## src/rtl/button_debounce_stepper_pkg.sv

```systemverilog
// Shared types and defaults for the push-button debouncer / LED stepper.
package button_debounce_stepper_pkg;

    typedef enum logic [1:0] {
        ST_UP        = 2'd0,
        ST_UP_WAIT   = 2'd1,
        ST_DOWN      = 2'd2,
        ST_DOWN_WAIT = 2'd3
    } state_e;

    localparam int unsigned DEFAULT_DEBOUNCE_CYCLES = 250000;
    localparam int unsigned DEFAULT_CNT_W           = 18;
    localparam int unsigned DEFAULT_NUM_LEDS        = 5;

    // Map the raw pin to 1 = pressed regardless of board wiring.
    function automatic logic normalise_pin(input logic pin, input logic act_low);
        return pin ^ act_low;
    endfunction

endpackage

```

## src/rtl/button_debounce_stepper_if.sv

```systemverilog
// Button pin in, debounced level / press pulse / LED bank out.
interface button_debounce_stepper_if #(
    parameter int unsigned NUM_LEDS = button_debounce_stepper_pkg::DEFAULT_NUM_LEDS
);
    logic                button;
    logic                level;
    logic                pressed;
    logic [NUM_LEDS-1:0] led;

    modport master (output button, input level, input pressed, input led);
    modport slave  (input button, output level, output pressed, output led);
endinterface

```

## src/rtl/button_debounce_stepper_sync_2ff.sv

```systemverilog
// Two-flop synchroniser for asynchronous board inputs, reset to a chosen idle level.
module button_debounce_stepper_sync_2ff #(
    parameter logic RESET_VAL = 1'b0
) (
    input  logic clk,
    input  logic rst_n,
    input  logic d_i,
    output logic q_o
);
    logic meta_q;
    logic sync_q;

    always_ff @(posedge clk or negedge rst_n) begin
        if (!rst_n) begin
            meta_q <= RESET_VAL;
            sync_q <= RESET_VAL;
        end else begin
            meta_q <= d_i;
            sync_q <= meta_q;
        end
    end

    assign q_o = sync_q;
endmodule

```

## src/rtl/button_debounce_stepper.sv

```systemverilog
// Synchronise and debounce a board push-button; each committed press steps a
// one-hot LED across the bank.
module button_debounce_stepper
    import button_debounce_stepper_pkg::*;
#(
    parameter int unsigned DEBOUNCE_CYCLES = DEFAULT_DEBOUNCE_CYCLES,
    parameter int unsigned CNT_W           = DEFAULT_CNT_W,
    parameter int unsigned NUM_LEDS        = DEFAULT_NUM_LEDS,
    parameter logic        BUTTON_ACT_LOW  = 1'b0
) (
    input  logic                      clk,
    input  logic                      rst_n,
    button_debounce_stepper_if.slave  bus
);
    localparam logic [CNT_W-1:0] CNT_LAST = CNT_W'(DEBOUNCE_CYCLES - 1);
    localparam logic [CNT_W-1:0] CNT_ONE  = CNT_W'(1);

    logic                pin_sync;
    logic                pressed_c;
    state_e              state_q,   state_d;
    logic [CNT_W-1:0]    cnt_q,     cnt_d;
    logic                level_q,   level_d;
    logic                pressed_q, pressed_d;
    logic [NUM_LEDS-1:0] led_q,     led_d;

    // Synchroniser idles at the released pin level so reset never looks like a press.
    button_debounce_stepper_sync_2ff #(
        .RESET_VAL (BUTTON_ACT_LOW)
    ) u_sync (
        .clk   (clk),
        .rst_n (rst_n),
        .d_i   (bus.button),
        .q_o   (pin_sync)
    );

    assign pressed_c = normalise_pin(pin_sync, BUTTON_ACT_LOW);

    always_ff @(posedge clk or negedge rst_n) begin
        if (!rst_n) begin
            state_q   <= ST_UP;
            cnt_q     <= '0;
            level_q   <= 1'b0;
            pressed_q <= 1'b0;
            led_q     <= NUM_LEDS'(1);
        end else begin
            state_q   <= state_d;
            cnt_q     <= cnt_d;
            level_q   <= level_d;
            pressed_q <= pressed_d;
            led_q     <= led_d;
        end
    end

    // Any sample disagreeing with the candidate level restarts qualification.
    always_comb begin
        state_d   = state_q;
        cnt_d     = cnt_q;
        level_d   = level_q;
        pressed_d = 1'b0;
        led_d     = led_q;
        unique case (state_q)
            ST_UP: begin
                if (pressed_c) begin
                    state_d = ST_UP_WAIT;
                    cnt_d   = CNT_ONE;
                end
            end
            ST_UP_WAIT: begin
                if (!pressed_c) begin
                    state_d = ST_UP;
                    cnt_d   = '0;
                end else if (cnt_q == CNT_LAST) begin
                    state_d   = ST_DOWN;
                    cnt_d     = '0;
                    level_d   = 1'b1;
                    pressed_d = 1'b1;
                    led_d     = {led_q[NUM_LEDS-2:0], led_q[NUM_LEDS-1]};
                end else begin
                    cnt_d = cnt_q + CNT_ONE;
                end
            end
            ST_DOWN: begin
                if (!pressed_c) begin
                    state_d = ST_DOWN_WAIT;
                    cnt_d   = CNT_ONE;
                end
            end
            ST_DOWN_WAIT: begin
                if (pressed_c) begin
                    state_d = ST_DOWN;
                    cnt_d   = '0;
                end else if (cnt_q == CNT_LAST) begin
                    state_d = ST_UP;
                    cnt_d   = '0;
                    level_d = 1'b0;
                end else begin
                    cnt_d = cnt_q + CNT_ONE;
                end
            end
            default: begin
                state_d = ST_UP;
                cnt_d   = '0;
            end
        endcase
    end

    assign bus.level   = level_q;
    assign bus.pressed = pressed_q;
    assign bus.led     = led_q;
endmodule

```

## src/flat_wrapper.sv

```systemverilog
// flat-port wrapper written by rule: the top's interface ports become plain ports
module button_debounce_stepper_flat import button_debounce_stepper_pkg::*;
#(
    parameter int unsigned DEBOUNCE_CYCLES = DEFAULT_DEBOUNCE_CYCLES,
    parameter int unsigned CNT_W           = DEFAULT_CNT_W,
    parameter int unsigned NUM_LEDS        = DEFAULT_NUM_LEDS,
    parameter logic        BUTTON_ACT_LOW  = 1'b0
)
  (clk, rst_n, bus_button, bus_level, bus_pressed, bus_led);
  button_debounce_stepper_if #(.NUM_LEDS(NUM_LEDS)) bus_i ();
  input  logic clk;
  input  logic rst_n;
  input wire logic [$bits(bus_i.button)-1:0] bus_button;
  output wire logic [$bits(bus_i.level)-1:0] bus_level;
  output wire logic [$bits(bus_i.pressed)-1:0] bus_pressed;
  output wire logic [$bits(bus_i.led)-1:0] bus_led;
  assign bus_i.button = bus_button;
  assign bus_level = bus_i.level;
  assign bus_pressed = bus_i.pressed;
  assign bus_led = bus_i.led;
  button_debounce_stepper #(.DEBOUNCE_CYCLES(DEBOUNCE_CYCLES), .CNT_W(CNT_W), .NUM_LEDS(NUM_LEDS), .BUTTON_ACT_LOW(BUTTON_ACT_LOW)) u_core (.clk(clk), .rst_n(rst_n), .bus(bus_i));
endmodule
```

## config.mk

```make
export PLATFORM = sky130hd
export DESIGN_NAME = button_debounce_stepper_flat
export DESIGN_NICKNAME = d
export VERILOG_FILES = /design/src/rtl/button_debounce_stepper_pkg.sv /design/src/rtl/button_debounce_stepper_if.sv /design/src/rtl/button_debounce_stepper_sync_2ff.sv /design/src/rtl/button_debounce_stepper.sv /design/src/flat_wrapper.sv
export SDC_FILE = /design/constraint.sdc
export NUM_CORES = 1
export LEC_CHECK = 0
export ABC_CLOCK_PERIOD_IN_PS = 2140
export BUFFER_PORTS_ARGS = -buffer_cell sky130_fd_sc_hd__buf_2
export CAP_MARGIN = 20
export CORE_MARGIN = 4
export CORE_UTILIZATION = 58
export CTS_CLUSTER_SIZE = 8
export DETAILED_ROUTE_END_ITERATION = 10
export GPL_TIMING_DRIVEN = 0
export PLACE_DENSITY = 0.74
export SLEW_MARGIN = 20
export SYNTH_ARGS = -nofsm -noshare
export SYNTH_HDL_FRONTEND = slang
export SYNTH_SLANG_ARGS = --single-unit
```

## constraint.sdc

```tcl
create_clock -name clk -period 2.14 [get_ports clk]
set_input_delay 0.107 -clock clk [delete_from_list [all_inputs] [get_ports clk]]
set_output_delay 0.107 -clock clk [all_outputs]
set_load 0.01 [all_outputs]
```

==> metrics.txt, run 1 <==
peak per-stage delay on the critical path=420 ps; Layout Skew=11.54 ps; largest fanout on the critical path=6; Layout area overhead=11.62%; Routed WL per cell=15.06 µm; flip-flop cell with the highest count after synthesis=dfrtp_1; arrival time at the worst endpoint=2180 ps; capturing element type of the critical path=flop; Area after DPL=1544 µm²; antenna violations before repair=0; count of endpoints failing setup in the final report=0; count of mapped cells out of synthesis=131; number of nets in the finished design=153; area enclosed by the die boundary=3392 µm²; worst voltage drop across the vdd grid=0.4272 mV; data required time of the worst path=2380 ps; type of the tightest min-delay check=primary input to asynchronous set/reset pin; number of clock sinks=29; clock buffers created by TritonCTS=5; initial core utilization=63.73%; detailed-route DRC error count=0; Power per Cell Area=618.0 nW/µm²; number of enable flip-flop cells after synthesis=0; global-route met3 utilization=5.345%; combinational family with the most area after synthesis=simple AND/OR/NAND/NOR gates; floorplan die height=58.24 µm; count of H-tree levels built during CTS=2; Finished Cell Area=1634 µm²; Max-cap violations=0; Tot GR Track Use=18.58%; area fraction in compound gates after synthesis=9.915%; synthesis warning total=0; unrepaired setup endpoints after global routing=false; core region area=2297 µm²; element type at the critical path start=flop; fraction of final layout cells sized beyond drive strength 1=22.67%; parity-gate share of the synthesized area counting xor and xnor cells=8.291%; Synthesized Nets=135; Adder-Cell Fraction of Synth Area=0.8547%; Cell Rows=17; die outline width=58.24 µm; Final Routed Wirelength=2681 µm; top library cells by usage in the layout, fill and taps aside=dfrtp_1 (28), nor2_1 (20), nand3_1 (11); vias per inst=5.876; critical path start-end classification=flop to flop; overall via count from detail_route=1,046; CTS max path bufs=2; status=finished, final reports clean; met2 track demand over resource=27.74%; Clock transition at path regs=100 ps; Synth Area in Simple Gates=24.19%; cell at the root of the clock tree=clkbuf_4; final period demand of the worst path=1941 ps; share of the cycle needed by the critical path after routing=90.69%; number of failing hold endpoints at the final stage=0; portion of the post-synthesis area used by sequential elements=49.66%; total leakage power=0.7281 nW; I/O pins=10; Worst Max-Slew Pin Slew=614.2 ps; latest clock arrival within the worst-skew pair=350 ps; Post-synth ARST share=100.0%; cells along the critical path=ha_1 > nand3_1 > nor2_1 > nand3_4 > nor2_8 > mux2_4; Initial DRC Count=32; met1 Resource Use GR=22.88%; number of port buffers=9; peak clock frequency supported by timing=0.5153 GHz; Final HPWL DP=1831 µm; via count of the first global-routing pass=1,021; final-layout setup total negative slack=0 ps; number of gates given a new drive strength after cts=0; grt peak-use layer=met2; largest net degree at the start of global routing=30; total standard cell area after synthesis=1464 µm²; CTS tree=done; most frequent standard cell in the layout excluding fill and tap cells=dfrtp_1; drt first pass iters=4; number of fill cells in the layout=172; relative max-transition margin=59.06%; count of antenna-violating nets left after detailed routing=0; number of antenna repair diodes=0; number of slew-limit violations in the final report=0; multiplexer share of the synthesized area=5.812%; number of different library cells in the post-synthesis netlist=36; wire length of the first global-routing pass=4629 µm; routability cong.=0.8051; Syn Area/Cell=11.17 µm²; register bit total from synthesis=29; GRT overflow=0; Crit-path slowest cell=dfrtp_1
[synth_stat cells (2+ instances only)]
library cell	n	share of area, %
nand3_1	11	3.8
nor4_4	2	2.9
mux2_4	5	5.1
nor2_1	20	5.1
xor2_1	4	2.4
inv_1	4	1.0
a22o_1	2	1.2
and4_1	2	1.2
o21ai_0	5	1.7
nand4_1	2	0.85
dfrtp_1	28	48
or3_1	2	0.85
xnor2_1	8	4.8
and3_1	4	1.7
a21oi_1	3	1.0
nand2_1	9	2.3
[registers in the layout (all words and copies together), names as in the netlist, named ones only]
signal and flops:
u_core.cnt_q 18, u_core.bus.led 5, u_core.bus.level 1, u_core.bus.pressed 1, u_core.state_q 1, u_core.u_sync.meta_q 1, u_core.u_sync.q_o 1
[logic make-up (layout without fill, tap and decap cells)]
family          Yosys count  in the layout
flops                    29             29
xor+xnor                 13             13
mux                       6              6
simple gates             59             59
buf+inv                   5             24
compound gates           18             18
fa+ha+maj                 1              1
[through the flow]
step / instances / setup slack [ps] / power, mW / hold slack, ps / utilization (%)
global route: 178 / 81.97 / 1.062 / 351.5 / 71.13
global placement: 168 / 262.4 / 0.6262 / 149.5 / 67.21
floorplan: 131 / 394.0 / 0.6069 / -188.6 / -
CTS: 178 / 192.9 / 1.021 / 317.1 / 71.13
finish: 178 / 199.3 / 1.010 / 296.8 / 71.13
detailed placement: 168 / 197.1 / 0.6294 / 159.0 / 67.21
[critical path: cells and delay by family, from the launching register on]
kind          cells  cell delay (ps)
mux               1              310
flops             1              420
simple gates      4              880
fa+ha+maj         1              230
[final cells by class]
cell class                      count  area, µm²  share of cell area (%)
Inverter                            4      15.01                  0.9188
Multi-Input combinational cell     97      718.2                   43.95
Tap cell                           28      35.03                   2.144
Clock inverter                      1      5.005                  0.3063
Clock buffer                        7      65.06                   3.982
Timing Repair Buffer               11      65.06                   3.982
Buffer                              1      3.754                  0.2297
Sequential cell                    29      726.9                   44.49
[worst paths after layout]
kind | start | to | slack [ps] | depth (start not counted)
setup / recovery | u_core.cnt_q[0] | u_core.bus.led[3] | 200 | 6
hold / removal | rst_n | u_core.bus.led[2] | 300 | 2
setup reg to reg | u_core.cnt_q[0] | u_core.bus.led[3] | 200 | 6
hold reg to reg | u_core.u_sync.meta_q | u_core.u_sync.q_o | 350 | 0
max in group asynchronous | rst_n | u_core.cnt_q[7] | 1430 | 2
min in group clk | u_core.u_sync.meta_q | u_core.u_sync.q_o | 350 | 0
[routing by layer]
metal | up-vias | wire (µm)
met3 | 8 | 114
met4 | 0 | 78
met5 | - | 0
li1 | 504 | -
met2 | 21 | 1295
met1 | 513 | 1191
[timing repair]
item | CTS | global route
endpoints found under the hold margin | 29 | 0
hold buffers | 2 | 0
buffers inserted | 0 | 0
[power by group]
part / internal [mW] / leakage, nW / total [mW] / switching [mW]
Sequential: 0.557 / 0.391 / 0.567 / 0.0104
Combinational: 0.0174 / 0.296 / 0.0538 / 0.0364
Clock: 0.190 / 0.0413 / 0.389 / 0.199
(Power assumes the default switching activity.)
==> run 2: changes to the inputs <==
ABC_CLOCK_PERIOD_IN_PS = 1950   (was 2140)
clock period = 1.95 ns   (was 2.14 ns; I/O delays follow)
==> run 2 against run 1 <==
Critical path depth did not move. Fmax rose by 5.6%. Clock skew about the same. Cell area grew 0.15%. Via count shrank 0.19%. Power increased by 9.3%. Flip-flop and latch count unchanged. Worst hold slack got worse by 4.3 ps. Largest cell class unchanged.
==> metrics.txt, run 2 (same netlist as run 1, synthesis figures left out) <==
number of nets in the finished design=153 (unchanged); via count of the first global-routing pass=1,021 (unchanged); unrepaired setup endpoints after global routing=false; count of antenna-violating nets left after detailed routing=0 (unchanged); final-layout setup total negative slack=0 ps (unchanged); worst voltage drop across the vdd grid=0.4682 mV (+9.6%); utilization after layout=71.24% (+0.11 points); antenna violations before repair=0 (unchanged); overall via count from detail_route=1,044 (-0.19%); final cell count without fillers=178 (unchanged); vias per inst=5.865 (-0.19%); final worst slack=112.0 ps (-87.23 ps); setup slack at placement=7.098 ps (-190.0 ps); number of flip-flops under the largest register name=18 (unchanged); register name with the most flops=u_core.cnt_q; peak clock frequency supported by timing=0.5441 GHz (+5.6%); Worst Max-Slew Pin Slew=612.8 ps (-1.376 ps); number of port buffers=9 (unchanged); core region area=2297 µm² (unchanged); Max-cap violations=0 (unchanged); cell at the root of the clock tree=clkbuf_4; critical path start-end classification=flop to flop; hold slack final=292.5 ps (-4.290 ps); Routed WL per cell=15.06 µm (about the same); area enclosed by the die boundary=3392 µm² (unchanged); Layout area overhead=11.79%; total setup buffers inserted after CTS=0 (unchanged); count of endpoints failing setup in the final report=0 (unchanged); total power=1.104 mW (+9.3%); capturing element type of the critical path=flop; number of antenna repair diodes=0 (unchanged); crit path launch=u_core.cnt_q[0]; latest clock arrival within the worst-skew pair=340 ps (about the same); Final HPWL DP=1831 µm (unchanged); type of the tightest min-delay check=primary input to asynchronous set/reset pin; drt first pass iters=4 (unchanged); placed cells=168 (unchanged); fraction of final layout cells sized beyond drive strength 1=23.33% (+0.67 points); number of clock sinks=29 (unchanged); Crit-path slowest cell=dfrtp_1; relative max-transition margin=59.15% (+0.092 points); critical register-to-register path startpoint=u_core.cnt_q[0]; detailed-route DRC error count=0 (unchanged); number of failing hold endpoints at the final stage=0 (unchanged); Initial DRC Count=35 (+9.4%); number of slew-limit violations in the final report=0 (unchanged); data required time of the worst path=2180 ps (-200 ps); wire length of the first global-routing pass=4629 µm (unchanged); routability cong.=0.8051 (unchanged); element type at the critical path start=flop; most frequent standard cell in the layout excluding fill and tap cells=dfrtp_1; Clock transition at path regs=100 ps (about the same); Finished Cell Area=1637 µm² (+0.15%); Final Routed Wirelength=2680 µm (about the same); largest net degree at the start of global routing=30 (unchanged); I/O pins=10 (unchanged); Cell Rows=17 (unchanged); final period demand of the worst path=1838 ps (-102.8 ps); GRT overflow=0 (unchanged); status=finished, final reports clean; Area after DPL=1544 µm² (unchanged); CTS tree=done; clock buffers created by TritonCTS=5 (unchanged); peak per-stage delay on the critical path=420 ps (about the same); Power per Cell Area=674.7 nW/µm² (+9.2%); total leakage power=0.7280 nW (about the same); Layout Skew=11.88 ps (+0.3421 ps); Tot GR Track Use=18.58% (unchanged); CTS max path bufs=2 (unchanged); initial core utilization=63.73% (unchanged); floorplan die height=58.24 µm (unchanged); share of the cycle needed by the critical path after routing=94.25% (+3.6 points); count of H-tree levels built during CTS=2 (unchanged); arrival time at the worst endpoint=2070 ps (-110 ps); largest fanout on the critical path=6 (unchanged); cells along the critical path=ha_1 > nand3_1 > nor2_2 > nand3_4 > nor2_8 > mux2_4; top library cells by usage in the layout, fill and taps aside=dfrtp_1 (28), nor2_1 (19), nand3_1 (11); die outline width=58.24 µm (unchanged)
## run 2: cell count changes in the layout (fill, tap and decap cells not counted)
cell    delta
nor2_2     +1
nor2_1     -1
## run 2: power breakdown
| group | switching (mW) | internal [mW] | total, mW | leakage (nW) |
|---|---|---|---|---|
| sequential | 0.0113 | 0.611 | 0.622 | 0.391 |
| clock | 0.214 | 0.209 | 0.423 | 0.0413 |
| combinational | 0.0398 | 0.0191 | 0.0589 | 0.296 |
| total | 0.266 | 0.839 | 1.10 | 0.728 |
## run 2: final timing paths
kind	end	slack, ps	cells after the start
max	u_core.bus.led[3]	110	6
min	u_core.bus.led[4]	290	2
max reg2reg	u_core.bus.led[3]	110	6
min reg2reg	u_core.u_sync.q_o	350	0
max in group asynchronous	u_core.cnt_q[7]	1250	2
min in group clk	u_core.u_sync.q_o	350	0
## run 2: area by class of cell
class	count	area (µm²)
inverters	4	15.01
repair buffers	11	65.06
clock inverters	1	5.005
fillers	172	660.6
plain buffers	1	3.754
clock buffers	7	65.06
well taps	28	35.03
multi-input cells	97	720.7
flip-flops and latches	29	726.9
## run 2: timing repair
action,CTS,global route
gates resized for setup,0,1
hold buffers,2,0
hold endpoints to repair,29,0
setup endpoints to repair,0,12
## run 2: layer usage
metal | GRT usage [%] | part of all wire (%) | vias up
met3 | 5.345 | 4.5 | 13
met1 | 22.88 | 44 | 504
met4 | 13.25 | 3.9 | 0
met5 | 0 | 0 | -
li1 | - | - | 504
met2 | 27.74 | 47 | 23
## run 2: critical path: cells and delay by family (launching register included)
| family | cells | cell delay (ps) |
|---|---|---|
| flops | 1 | 420 |
| simple gates | 4 | 780 |
| mux | 1 | 310 |
| fa+ha+maj | 1 | 230 |
==> run 3: changes to the inputs <==
ABC_CLOCK_PERIOD_IN_PS = 1800   (was 1950)
CELL_PAD_IN_SITES_DETAIL_PLACEMENT = 0   (was default)
CELL_PAD_IN_SITES_GLOBAL_PLACEMENT = 1   (was default)
CORE_UTILIZATION = 47   (was 58)
clock period = 1.8 ns   (was 1.95 ns; I/O delays follow)
==> run 3 against run 2 <==
Flip-flop and latch count is the same. Die area grew 20%. Largest power group unchanged. Clock power grew 8.0%. Critical path depth is the same. Routed wire length shrank 0.78%. Highest routed layer unchanged.
==> metrics.txt, run 3 (same netlist as run 1, synthesis figures left out) <==
Tot GR Track Use=15.07% (-3.5 points); routability cong.=0.7498 (-6.9%); initial core utilization=50.89% (-13 points); total net switching power=287.7 µW (+8.4%); vias per inst=5.294 (-9.7%); unrepaired setup endpoints after global routing=false; Finished Cell Area=1685 µm² (+3.0%); Layout area overhead=15.13%; critical register-to-register path startpoint=u_core.cnt_q[0]; number of clock sinks=29 (unchanged); I/O pins=10 (unchanged); register-to-register setup slack=80 ps (-30 ps); total leakage power=0.7391 nW (+1.5%); total power=1.201 mW (+8.7%); core region area=2877 µm² (+25%); drt first pass iters=4 (unchanged); antenna violations before repair=0 (unchanged); largest fanout on the critical path=6 (unchanged); die outline width=63.81 µm (+9.6%); most frequent standard cell in the layout excluding fill and tap cells=dfrtp_1; capturing element type of the critical path=flop; latest clock arrival within the worst-skew pair=330 ps (about the same); type of the tightest min-delay check=primary input to asynchronous set/reset pin; number of flip-flops under the largest register name=18 (unchanged); Clock transition at path regs=100 ps (about the same); fraction of power spent switching nets=23.97% (-0.082 points); count of H-tree levels built during CTS=2 (unchanged); number of port buffers=9 (unchanged); sequential share of power=56.1% (-0.3 points); hold slack final=304.7 ps (+12.26 ps); cells along the critical path=ha_1 > nand3_1 > nor2_4 > nand3_4 > nor2_8 > mux2_4; count of endpoints failing setup in the final report=0 (unchanged); count of antenna-violating nets left after detailed routing=0 (unchanged); detailed-route DRC error count=0 (unchanged); Layout Skew=13.12 ps (+1.244 ps); number of nets in the finished design=155 (+1.3%); peak per-stage delay on the critical path=410 ps (about the same); register name with the most flops=u_core.cnt_q; critical path start-end classification=flop to flop; CTS max path bufs=2 (unchanged); CTS tree=done; number of slew-limit violations in the final report=0 (unchanged); combinational group share of total power=5.8% (+0.5 points); GRT overflow=0 (unchanged); worst reg2reg path endpoint=u_core.bus.led[4]; arrival time at the worst endpoint=1930 ps (-140 ps); via count of the first global-routing pass=1,004 (-1.7%); status=finished, final reports clean; Worst Max-Slew Pin Slew=632.5 ps (+19.76 ps); top library cells by usage in the layout, fill and taps aside=dfrtp_1 (28), nor2_1 (19), nand3_1 (11); final cell count without fillers=194 (+9.0%); Reg2Reg Depth=6 (unchanged); Final HPWL DP=1848 µm (+0.88%); Area after DPL=1562 µm² (+1.1%); part of the power in the clock network=38.1% (-0.2 points); clock buffers created by TritonCTS=5 (unchanged); final period demand of the worst path=1717 ps (-121.3 ps); wire length of the first global-routing pass=4692 µm (+1.4%); Crit-path slowest cell=dfrtp_1; area enclosed by the die boundary=4072 µm² (+20%); share of the cycle needed by the critical path after routing=95.37% (+1.1 points); worst voltage drop across the vdd grid=0.3939 mV (-16%); relative max-transition margin=57.83% (-1.3 points); Initial DRC Count=79 (+130%); largest net degree at the start of global routing=30 (unchanged); placed cells=182 (+8.3%); floorplan die height=63.81 µm (+9.6%); number of antenna repair diodes=0 (unchanged); fraction of final layout cells sized beyond drive strength 1=24.34% (+1.0 points); cell at the root of the clock tree=clkbuf_4; Cell Rows=19 (+2); peak clock frequency supported by timing=0.5825 GHz (+7.1%); Max-cap violations=0 (unchanged); number of failing hold endpoints at the final stage=0 (unchanged); Final Routed Wirelength=2659 µm (-0.78%); element type at the critical path start=flop; Power per Cell Area=712.4 nW/µm² (+5.6%); internal portion of total power=912.9 µW (+8.8%); Routed WL per cell=13.71 µm (-9.0%); data required time of the worst path=2010 ps (-170 ps); overall via count from detail_route=1,027 (-1.6%)
-- run 3: worst max-delay path by stage --
| stage | slack, ps | to | start |
|---|---|---|---|
| final | 80 | u_core.bus.led[4] | u_core.cnt_q[0] |
| after detailed placement | -130 | u_core.bus.led[2] | u_core.cnt_q[0] |
| after global placement | -100 | u_core.bus.led[1] | u_core.cnt_q[0] |
| after global routing | 0.7 | u_core.bus.led[1] | u_core.cnt_q[0] |
| after floorplan | 50 | u_core.bus.led[1] | u_core.cnt_q[0] |
| after CTS | 7 | u_core.bus.led[1] | u_core.cnt_q[6] |
-- run 3: power groups by stage --
stage               combinational, mW  sequential [mW]  clock, mW
floorplan                      0.0381            0.683          0
global placement               0.0604            0.686          0
detailed placement             0.0626            0.686          0
CTS                            0.0659            0.674      0.469
global route                   0.0807            0.676      0.512
finish                         0.0699            0.674      0.457
-- run 3: metal layers --
metal | wire length [µm] | track usage, % | vias up | share of wire, %
met3 | 96 | 4.203 | 5 | 3.6
met4 | 46 | 8.895 | 0 | 1.7
met1 | 1254 | 19.10 | 508 | 47
li1 | - | - | 500 | -
met2 | 1262 | 22.97 | 14 | 47
met5 | 0 | 0 | - | 0
-- run 3: timing repair --
action / CTS / global route
pin swaps: 0 / 3
resized for setup: 2 / 1
hold buffers: 2 / 0
setup buffers: 0 / 2
cloned: 0 / 0
setup endpoints to repair: 15 / 7
endpoints found under the hold margin: 29 / 0
-- run 3: stage by stage --
step	setup TNS (ps)	util (%)	setup slack, ps
2_1_floorplan	0	-	54.01
3_3_place_gp	-706.8	54.28	-98.05
3_5_place_dp	-1242	54.28	-134.5
4_1_cts	0	57.68	7.279
5_1_grt	0	58.59	0.7312
6_report	0	58.59	83.31
-- run 3: area by class of cell --
class	count	area, µm²
Clock inverter	1	5.005
Buffer	1	3.754
Fill cell	258	1191
Sequential cell	29	726.9
Multi-Input combinational cell	97	737.0
Clock buffer	7	65.06
Tap cell	42	52.55
Inverter	4	15.01
Timing Repair Buffer	13	80.08
-- run 3: worst max-delay path, delay by kind of cell (launching register included) --
family | cells | cell delay, ps
DFF | 1 | 410
and+or+nand+nor | 4 | 660
muxes | 1 | 310
adders and majority gates | 1 | 220
